[src/rtl/sseg_digit_scanner_if.sv]
// Frame-load and per-digit display signals between the frame source and the scanner.
// load is a 1-cycle strobe with no ready: the scanner accepts every strobe, last one wins.
interface sseg_digit_scanner_if;
   logic        load;
   logic [31:0] value;
   logic [7:0]  dp_mask;
   logic [7:0]  en_mask;
   logic        lzb_en;
   logic [2:0]  active_digit;
   logic [3:0]  num;
   logic        dp_ctrl;
   logic        blank;
   logic        frame_done;
   logic        pending;

   modport master (
      output load, value, dp_mask, en_mask, lzb_en,
      input  active_digit, num, dp_ctrl, blank, frame_done, pending
   );

   modport slave (
      input  load, value, dp_mask, en_mask, lzb_en,
      output active_digit, num, dp_ctrl, blank, frame_done, pending
   );
endinterface

[src/rtl/sseg_digit_scanner.sv]
// Seven-segment digit scanner: steps one digit per refresh period over a double-buffered
// 8-digit hex frame with DP/enable masks and optional leading-zero blanking.
module sseg_digit_scanner #(
   parameter int REFRESH_TICKS = 99_999,
   parameter int DIGITS        = 8
) (
   input  logic                 clk,
   input  logic                 reset_n,
   sseg_digit_scanner_if.slave  bus
);

   localparam int             CW   = (REFRESH_TICKS < 2) ? 1 : $clog2(REFRESH_TICKS + 1);
   localparam logic [CW-1:0]  TERM = CW'(REFRESH_TICKS);
   localparam logic [2:0]     LAST = 3'(DIGITS - 1);

   logic [CW-1:0] tick_cnt;
   logic [2:0]    idx;
   logic [31:0]   shd_value, disp_value;
   logic [7:0]    shd_dp, shd_en, disp_dp, disp_en;
   logic          pending_q;

   logic [2:0]    active_digit_q;
   logic [3:0]    num_q;
   logic          dp_ctrl_q, blank_q, frame_done_q;

   logic          tick, wrap;
   logic [2:0]    nxt_idx;
   logic [31:0]   nxt_value;
   logic [7:0]    nxt_dp, nxt_en;
   logic [7:0]    zero_from;
   logic          zero_acc;
   logic          nxt_lz;

   always_comb begin
      tick      = (tick_cnt == TERM);
      wrap      = tick && (idx == LAST);
      nxt_idx   = (idx == LAST) ? 3'd0 : idx + 3'd1;
      nxt_value = disp_value;
      nxt_dp    = disp_dp;
      nxt_en    = disp_en;
      // A load landing on the wrap edge bypasses the shadow and is shown from digit 0.
      if (wrap) begin
         if (bus.load) begin
            nxt_value = bus.value;
            nxt_dp    = bus.dp_mask;
            nxt_en    = bus.en_mask;
         end else if (pending_q) begin
            nxt_value = shd_value;
            nxt_dp    = shd_dp;
            nxt_en    = shd_en;
         end
      end
      zero_acc  = 1'b1;
      zero_from = '0;
      for (int i = 7; i >= 0; i--) begin
         if (i < DIGITS) begin
            zero_acc     = zero_acc & (nxt_value[4*i +: 4] == 4'h0);
            zero_from[i] = zero_acc;
         end
      end
      nxt_lz = bus.lzb_en & (nxt_idx != 3'd0) & zero_from[nxt_idx];
   end

   always_ff @(posedge clk or negedge reset_n) begin
      if (!reset_n) begin
         tick_cnt       <= '0;
         idx            <= '0;
         shd_value      <= '0;
         shd_dp         <= '0;
         shd_en         <= 8'hFF;
         disp_value     <= '0;
         disp_dp        <= '0;
         disp_en        <= 8'hFF;
         pending_q      <= 1'b0;
         active_digit_q <= '0;
         num_q          <= '0;
         dp_ctrl_q      <= 1'b0;
         blank_q        <= 1'b0;
         frame_done_q   <= 1'b0;
      end else begin
         tick_cnt     <= tick ? '0 : tick_cnt + CW'(1);
         frame_done_q <= wrap;
         disp_value   <= nxt_value;
         disp_dp      <= nxt_dp;
         disp_en      <= nxt_en;
         if (bus.load) begin
            shd_value <= bus.value;
            shd_dp    <= bus.dp_mask;
            shd_en    <= bus.en_mask;
            pending_q <= ~wrap;
         end else if (wrap) begin
            pending_q <= 1'b0;
         end
         if (tick) begin
            idx            <= nxt_idx;
            active_digit_q <= nxt_idx;
            num_q          <= nxt_value[{nxt_idx, 2'b00} +: 4];
            dp_ctrl_q      <= nxt_dp[nxt_idx];
            blank_q        <= ~nxt_en[nxt_idx] | nxt_lz;
         end
      end
   end

   assign bus.active_digit = active_digit_q;
   assign bus.num          = num_q;
   assign bus.dp_ctrl      = dp_ctrl_q;
   assign bus.blank        = blank_q;
   assign bus.frame_done   = frame_done_q;
   assign bus.pending      = pending_q;

endmodule

[src/flat_wrapper.sv]
// flat-port wrapper written by rule: the top's interface ports become plain ports
module sseg_digit_scanner_flat 
#(
   parameter int REFRESH_TICKS = 99_999,
   parameter int DIGITS        = 8
)
  (clk, reset_n, bus_load, bus_value, bus_dp_mask, bus_en_mask, bus_lzb_en, bus_active_digit, bus_num, bus_dp_ctrl, bus_blank, bus_frame_done, bus_pending);
  sseg_digit_scanner_if bus_i ();
  input  logic clk;
  input  logic reset_n;
  input wire logic [$bits(bus_i.load)-1:0] bus_load;
  input wire logic [$bits(bus_i.value)-1:0] bus_value;
  input wire logic [$bits(bus_i.dp_mask)-1:0] bus_dp_mask;
  input wire logic [$bits(bus_i.en_mask)-1:0] bus_en_mask;
  input wire logic [$bits(bus_i.lzb_en)-1:0] bus_lzb_en;
  output wire logic [$bits(bus_i.active_digit)-1:0] bus_active_digit;
  output wire logic [$bits(bus_i.num)-1:0] bus_num;
  output wire logic [$bits(bus_i.dp_ctrl)-1:0] bus_dp_ctrl;
  output wire logic [$bits(bus_i.blank)-1:0] bus_blank;
  output wire logic [$bits(bus_i.frame_done)-1:0] bus_frame_done;
  output wire logic [$bits(bus_i.pending)-1:0] bus_pending;
  assign bus_i.load = bus_load;
  assign bus_i.value = bus_value;
  assign bus_i.dp_mask = bus_dp_mask;
  assign bus_i.en_mask = bus_en_mask;
  assign bus_i.lzb_en = bus_lzb_en;
  assign bus_active_digit = bus_i.active_digit;
  assign bus_num = bus_i.num;
  assign bus_dp_ctrl = bus_i.dp_ctrl;
  assign bus_blank = bus_i.blank;
  assign bus_frame_done = bus_i.frame_done;
  assign bus_pending = bus_i.pending;
  sseg_digit_scanner #(.REFRESH_TICKS(REFRESH_TICKS), .DIGITS(DIGITS)) u_core (.clk(clk), .reset_n(reset_n), .bus(bus_i));
endmodule
[config.mk]
export PLATFORM = sky130hd
export DESIGN_NAME = sseg_digit_scanner_flat
export DESIGN_NICKNAME = d
export VERILOG_FILES = /design/src/rtl/sseg_digit_scanner_if.sv /design/src/rtl/sseg_digit_scanner.sv /design/src/flat_wrapper.sv
export SDC_FILE = /design/constraint.sdc
export NUM_CORES = 1
export LEC_CHECK = 0
export CORE_MARGIN = 10
export CORE_UTILIZATION = 63
export CTS_BUF_LIST = sky130_fd_sc_hd__clkbuf_2 sky130_fd_sc_hd__clkbuf_4 sky130_fd_sc_hd__clkbuf_8
export CTS_CLUSTER_DIAMETER = 60
export DETAILED_ROUTE_END_ITERATION = 10
export PLACE_DENSITY = 0.9
export SKIP_LAST_GASP = 1
export SLEW_MARGIN = 20
export SYNTH_ARGS = -nofsm -noshare
export SYNTH_HDL_FRONTEND = slang
export SYNTH_SLANG_ARGS = --single-unit
[constraint.sdc]
create_clock -name clk -period 7.9 [get_ports clk]
set_input_delay 1.58 -clock clk [delete_from_list [all_inputs] [get_ports clk]]
set_output_delay 1.58 -clock clk [all_outputs]
set_load 0.02 [all_outputs]
==> implementation parameters <==
Parameter                              Value

Run status
  Status ... completed

Synth
  Netlist area before placement ... about 5600 um^2
  Nets in the synthesized netlist ... 520
  Count of state elements after synthesis ... between 100 and 150
  Netlist cell types ... 51
  Synth top area share ... 0.4787
  Post-Syn Area per Cell ... approximately 12 um^2
  Share of synthesized area occupied by flip-flops and latches ... 0.5532
  Largest area contributor in the synthesized netlist ... sky130_fd_sc_hd__dfrtp_1
  Syn Inst Count ... around 460
  Proportion of register bits with asynchronous set or reset after synthesis ... 1.000
  Main flop type after synthesis ... sky130_fd_sc_hd__dfrtp_1
  Warnings, synthesis ... 0
  Number of synthesized flops with an enable pin ... 0
  Top cells by area in the synthesized netlist ... sky130_fd_sc_hd__dfrtp_1 (48%), sky130_fd_sc_hd__mux2_2 (11%), sky130_fd_sc_hd__dfstp_2 (7.4%)

Clocking
  TritonCTS clock tree ... built
  CTS Root Buffer Type ... sky130_fd_sc_hd__clkbuf_8
  H-tree depth ... 4
  Postcts setup bufs ... 0
  Buffers from clock root to sink, at most ... 2
  CTS resizes ... 0
  Hold-fix buffers, CTS ... 0
  Clock-pin transition on the worst setup and hold timing paths ... approximately 0.070 ns
  Clock latency at the later pin of the worst-skew pair ... roughly 0.43 ns
  Number of buffers inserted during clock tree synthesis ... 17
  Total number of clock tree sinks ... 124

Timing
  Transition time of the tightest slew-check pin ... around 1.0 ns
  RSZ-0062 raised after global routing ... no
  Max Freq ... 273.0 MHz
  Final Skew ... about 0.013 ns
  Post-route setup slack ... around 4.2 ns
  Final clock period utilization by the worst path ... 0.4637
  Fin. max-slew vios ... 0
  Total of endpoints with negative setup slack in the final report ... 0
  Final worst path period need ... between 3 and 4 ns
  Setup TNS Final ... 0 ns
  Worst slew slack as a fraction of its limit ... 0.2991
  Hold violation total from the final report ... 0

Power and ir drop
  Internal power ... between 1000 and 1500 uW
  Total power per unit cell area ... between 200 and 250 nW/um^2
  Net switching fraction of the power ... 0.2097
  Combinational power share ... 0.061
  IR drop worst, VDD ... approximately 180 uV
  Static leakage ... 0.002994 uW
  Overall power ... 1465 uW
  Clock share of power ... 0.482
  Share of total power in sequential cells ... 0.457
  Net load switching power ... 307.0 uW

Setup path
  Crit Path Max Fanout ... 55
  Nature of the critical path endpoint ... register
  Category of the critical setup timing path ... in2reg
  Endpoint arrival time on the critical path ... a little under 4 ns
  CP required ... ~8 ns
  Startpoint types ... primary input

Routing
  WL final ... 13,350 um
  Number of vias per cell after detailed routing ... ~6.3
  Remaining routing DRC violations ... 0
  Wirelength per Cell ... around 21 um
  Final ANT Viol Nets ... 0
  Router iterations before antenna repair ... 7
  Iteration-0 DRC Markers ... 381
  Vias after detailed routing ... 4,023

Place
  Number of buffers inserted by port buffering ... 62
  Instance area at placement ... roughly 6300 um^2
  Number of cells after detailed placement ... just over 600
  Dpl hpwl ... ~8800 um
  Pre-CTS worst setup slack ... roughly 3.8 ns
  Final estimated routing congestion in global placement ... 0.8768

Die
  Area of the placeable core ... between 8000 and 9000 um^2
  Initial core utilization ... 0.6473
  FP Rows ... 34
  Die W ... around 110 um
  Die boundary height ... 114.7 um
  Area enclosed by the die boundary ... roughly 13,000 um^2
  Boundary Pins ... 63

GRT
  Global-route wire length before repair ... 21,910 um
  Vias in the first global route ... 4,269
  Number of antenna violations at the first check in global routing ... 0
  Remaining Overflow, GRT ... 0
  Pin count of the biggest net entering global routing ... 74
  Overall fraction of global-route tracks in use ... 0.2103

Cells and area
  Diodes inserted ... 0
  Area Overhead vs Synth ... 20.39%
  Cell area after layout ... ~6800 um^2
  Number of cells in the finished layout apart from fillers ... 643
  Number of fill cells ... about 500
  Nets ... roughly 580
  Fraction of layout cells with a size suffix above 1 ... 0.2224

Flow run
  Total of max-cap violations ... 0

Min path
  Worst hold-check path type ... reg2reg
-- power by group through the flow --
| stage | clock network (uW) | registers, uW | logic, uW |
|---|---|---|---|
| 6_report | 706 | 669 | 88.7 |
| 3_3_place_gp | 0 | 679 | 84.9 |
| 2_1_floorplan | 0 | 678 | 40.1 |
| 3_5_place_dp | 0 | 681 | 88.6 |
| 4_1_cts | 713 | 669 | 89.7 |
| 5_1_grt | 745 | 671 | 97.3 |
-- Yosys cell counts (4+ instances only) --
master,count
sky130_fd_sc_hd__a211oi_1,7
sky130_fd_sc_hd__a21o_1,4
sky130_fd_sc_hd__a21oi_1,11
sky130_fd_sc_hd__and2_1,5
sky130_fd_sc_hd__buf_2,4
sky130_fd_sc_hd__buf_4,4
sky130_fd_sc_hd__clkbuf_1,15
sky130_fd_sc_hd__dfrtp_1,108
sky130_fd_sc_hd__dfstp_2,16
sky130_fd_sc_hd__ha_1,4
sky130_fd_sc_hd__inv_1,12
sky130_fd_sc_hd__mux2_1,19
sky130_fd_sc_hd__mux2_2,56
sky130_fd_sc_hd__mux2i_1,12
sky130_fd_sc_hd__mux4_2,5
sky130_fd_sc_hd__nand2_1,33
sky130_fd_sc_hd__nand3_1,10
sky130_fd_sc_hd__nand4_1,5
sky130_fd_sc_hd__nand4b_1,7
sky130_fd_sc_hd__nor2_1,28
sky130_fd_sc_hd__nor4_1,10
sky130_fd_sc_hd__o21ai_0,20
sky130_fd_sc_hd__o21ai_1,5
sky130_fd_sc_hd__o22ai_1,7
sky130_fd_sc_hd__xnor2_1,7
sky130_fd_sc_hd__xor2_1,8
-- per-layer routing --
metal | track usage | wire length (um)
met1 | 0.2460 | 5222
met2 | 0.3530 | 6917
met3 | 0.06394 | 895
met4 | 0.08271 | 313
met5 | 0 | 0
-- path summary, 6_finish.rpt --
kind,start,end,slack (ns),cells after the start
max,bus_load,u_core.bus.dp_ctrl,4.24,7
min,u_core.tick_cnt[0],u_core.tick_cnt[0],0.49,1
max reg2reg,u_core.idx[0],u_core.bus.dp_ctrl,4.46,7
min reg2reg,u_core.tick_cnt[0],u_core.tick_cnt[0],0.49,1
max in group asynchronous,reset_n,u_core.disp_value[8],5.46,2
min in group asynchronous,reset_n,u_core.disp_dp[4],1.25,1
-- state kept, by name (all words and copies together) (netlist names) --
signal,cells
u_core.bus.frame_done,1
u_core.tick_cnt,17
u_core.disp_value,32
u_core.shd_en,8
u_core.disp_en,8
u_core.idx,3
u_core.bus.dp_ctrl,1
u_core.shd_value,32
u_core.bus.num,4
u_core.disp_dp,8
u_core.shd_dp,8
u_core.bus.blank,1
u_core.bus.pending,1
-- cell families (layout without fill, tap and decap cells) --
family | after synthesis | after routing | share of synthesized area
flip-flops | 124 | 124 | 0.5532
multiplexers | 92 | 92 | 0.1908
buffers and inverters | 39 | 110 | 0.03213
adder cells (fa/ha/maj) | 4 | 4 | 0.008866
AO/OA/AOI/OAI | 69 | 69 | 0.07713
XOR/XNOR | 15 | 15 | 0.02327
AND/OR/NAND/NOR | 121 | 121 | 0.1146
-- through the flow --
step / hold WS, ns / util
6_report: 0.4870 / 0.7793
5_1_grt: 0.5064 / 0.7793
4_1_cts: 0.4910 / 0.7793
3_5_place_dp: 0.4726 / 0.7205
3_3_place_gp: 0.4571 / 0.7205
2_1_floorplan: 0.4410 / -
-- worst max-delay path, cell delays in order --
cell and delay (ns):
sky130_fd_sc_hd__buf_2 0.08, sky130_fd_sc_hd__buf_4 0.56, sky130_fd_sc_hd__mux2_2 0.42, sky130_fd_sc_hd__mux2_2 0.28, sky130_fd_sc_hd__mux4_2 0.47, sky130_fd_sc_hd__mux2_2 0.29, sky130_fd_sc_hd__mux2_2 0.27
-- cell usage in the layout, fill, tap and decap left out, types with 4 or more instances in the layout --
| cell | count |
|---|---|
| sky130_fd_sc_hd__nand4_1 | 5 |
| sky130_fd_sc_hd__a21oi_1 | 11 |
| sky130_fd_sc_hd__nand2_1 | 33 |
| sky130_fd_sc_hd__a211oi_1 | 7 |
| sky130_fd_sc_hd__o21ai_0 | 20 |
| sky130_fd_sc_hd__mux2_2 | 56 |
| sky130_fd_sc_hd__nand4b_1 | 7 |
| sky130_fd_sc_hd__clkdlybuf4s50_1 | 60 |
| sky130_fd_sc_hd__nor4_1 | 10 |
| sky130_fd_sc_hd__o22ai_1 | 7 |
| sky130_fd_sc_hd__a21o_1 | 4 |
| sky130_fd_sc_hd__dfstp_2 | 16 |
| sky130_fd_sc_hd__mux2_1 | 19 |
| sky130_fd_sc_hd__bufinv_16 | 7 |
| sky130_fd_sc_hd__mux2i_1 | 12 |
| sky130_fd_sc_hd__xnor2_1 | 7 |
| sky130_fd_sc_hd__dfrtp_1 | 108 |
| sky130_fd_sc_hd__buf_4 | 4 |
| sky130_fd_sc_hd__and2_1 | 5 |
| sky130_fd_sc_hd__xor2_1 | 8 |
| sky130_fd_sc_hd__o21ai_1 | 5 |
| sky130_fd_sc_hd__nor2_1 | 28 |
| sky130_fd_sc_hd__ha_1 | 4 |
| sky130_fd_sc_hd__mux4_2 | 5 |
| sky130_fd_sc_hd__nand3_1 | 10 |
| sky130_fd_sc_hd__inv_1 | 12 |
| sky130_fd_sc_hd__clkbuf_8 | 18 |
-- area by class of cell --
type | count | area [um^2] | share of cell area
clock inverters | 14 | 265.3 | 0.03903
well taps | 108 | 135.1 | 0.01988
flip-flops and latches | 124 | 3123 | 0.4595
multi-input cells | 301 | 2341 | 0.3444
inverters | 13 | 48.80 | 0.007180
clock buffers | 18 | 247.7 | 0.03645
repair buffers | 65 | 635.6 | 0.09352
No activity file was read; power rests on OpenSTA's default activity.
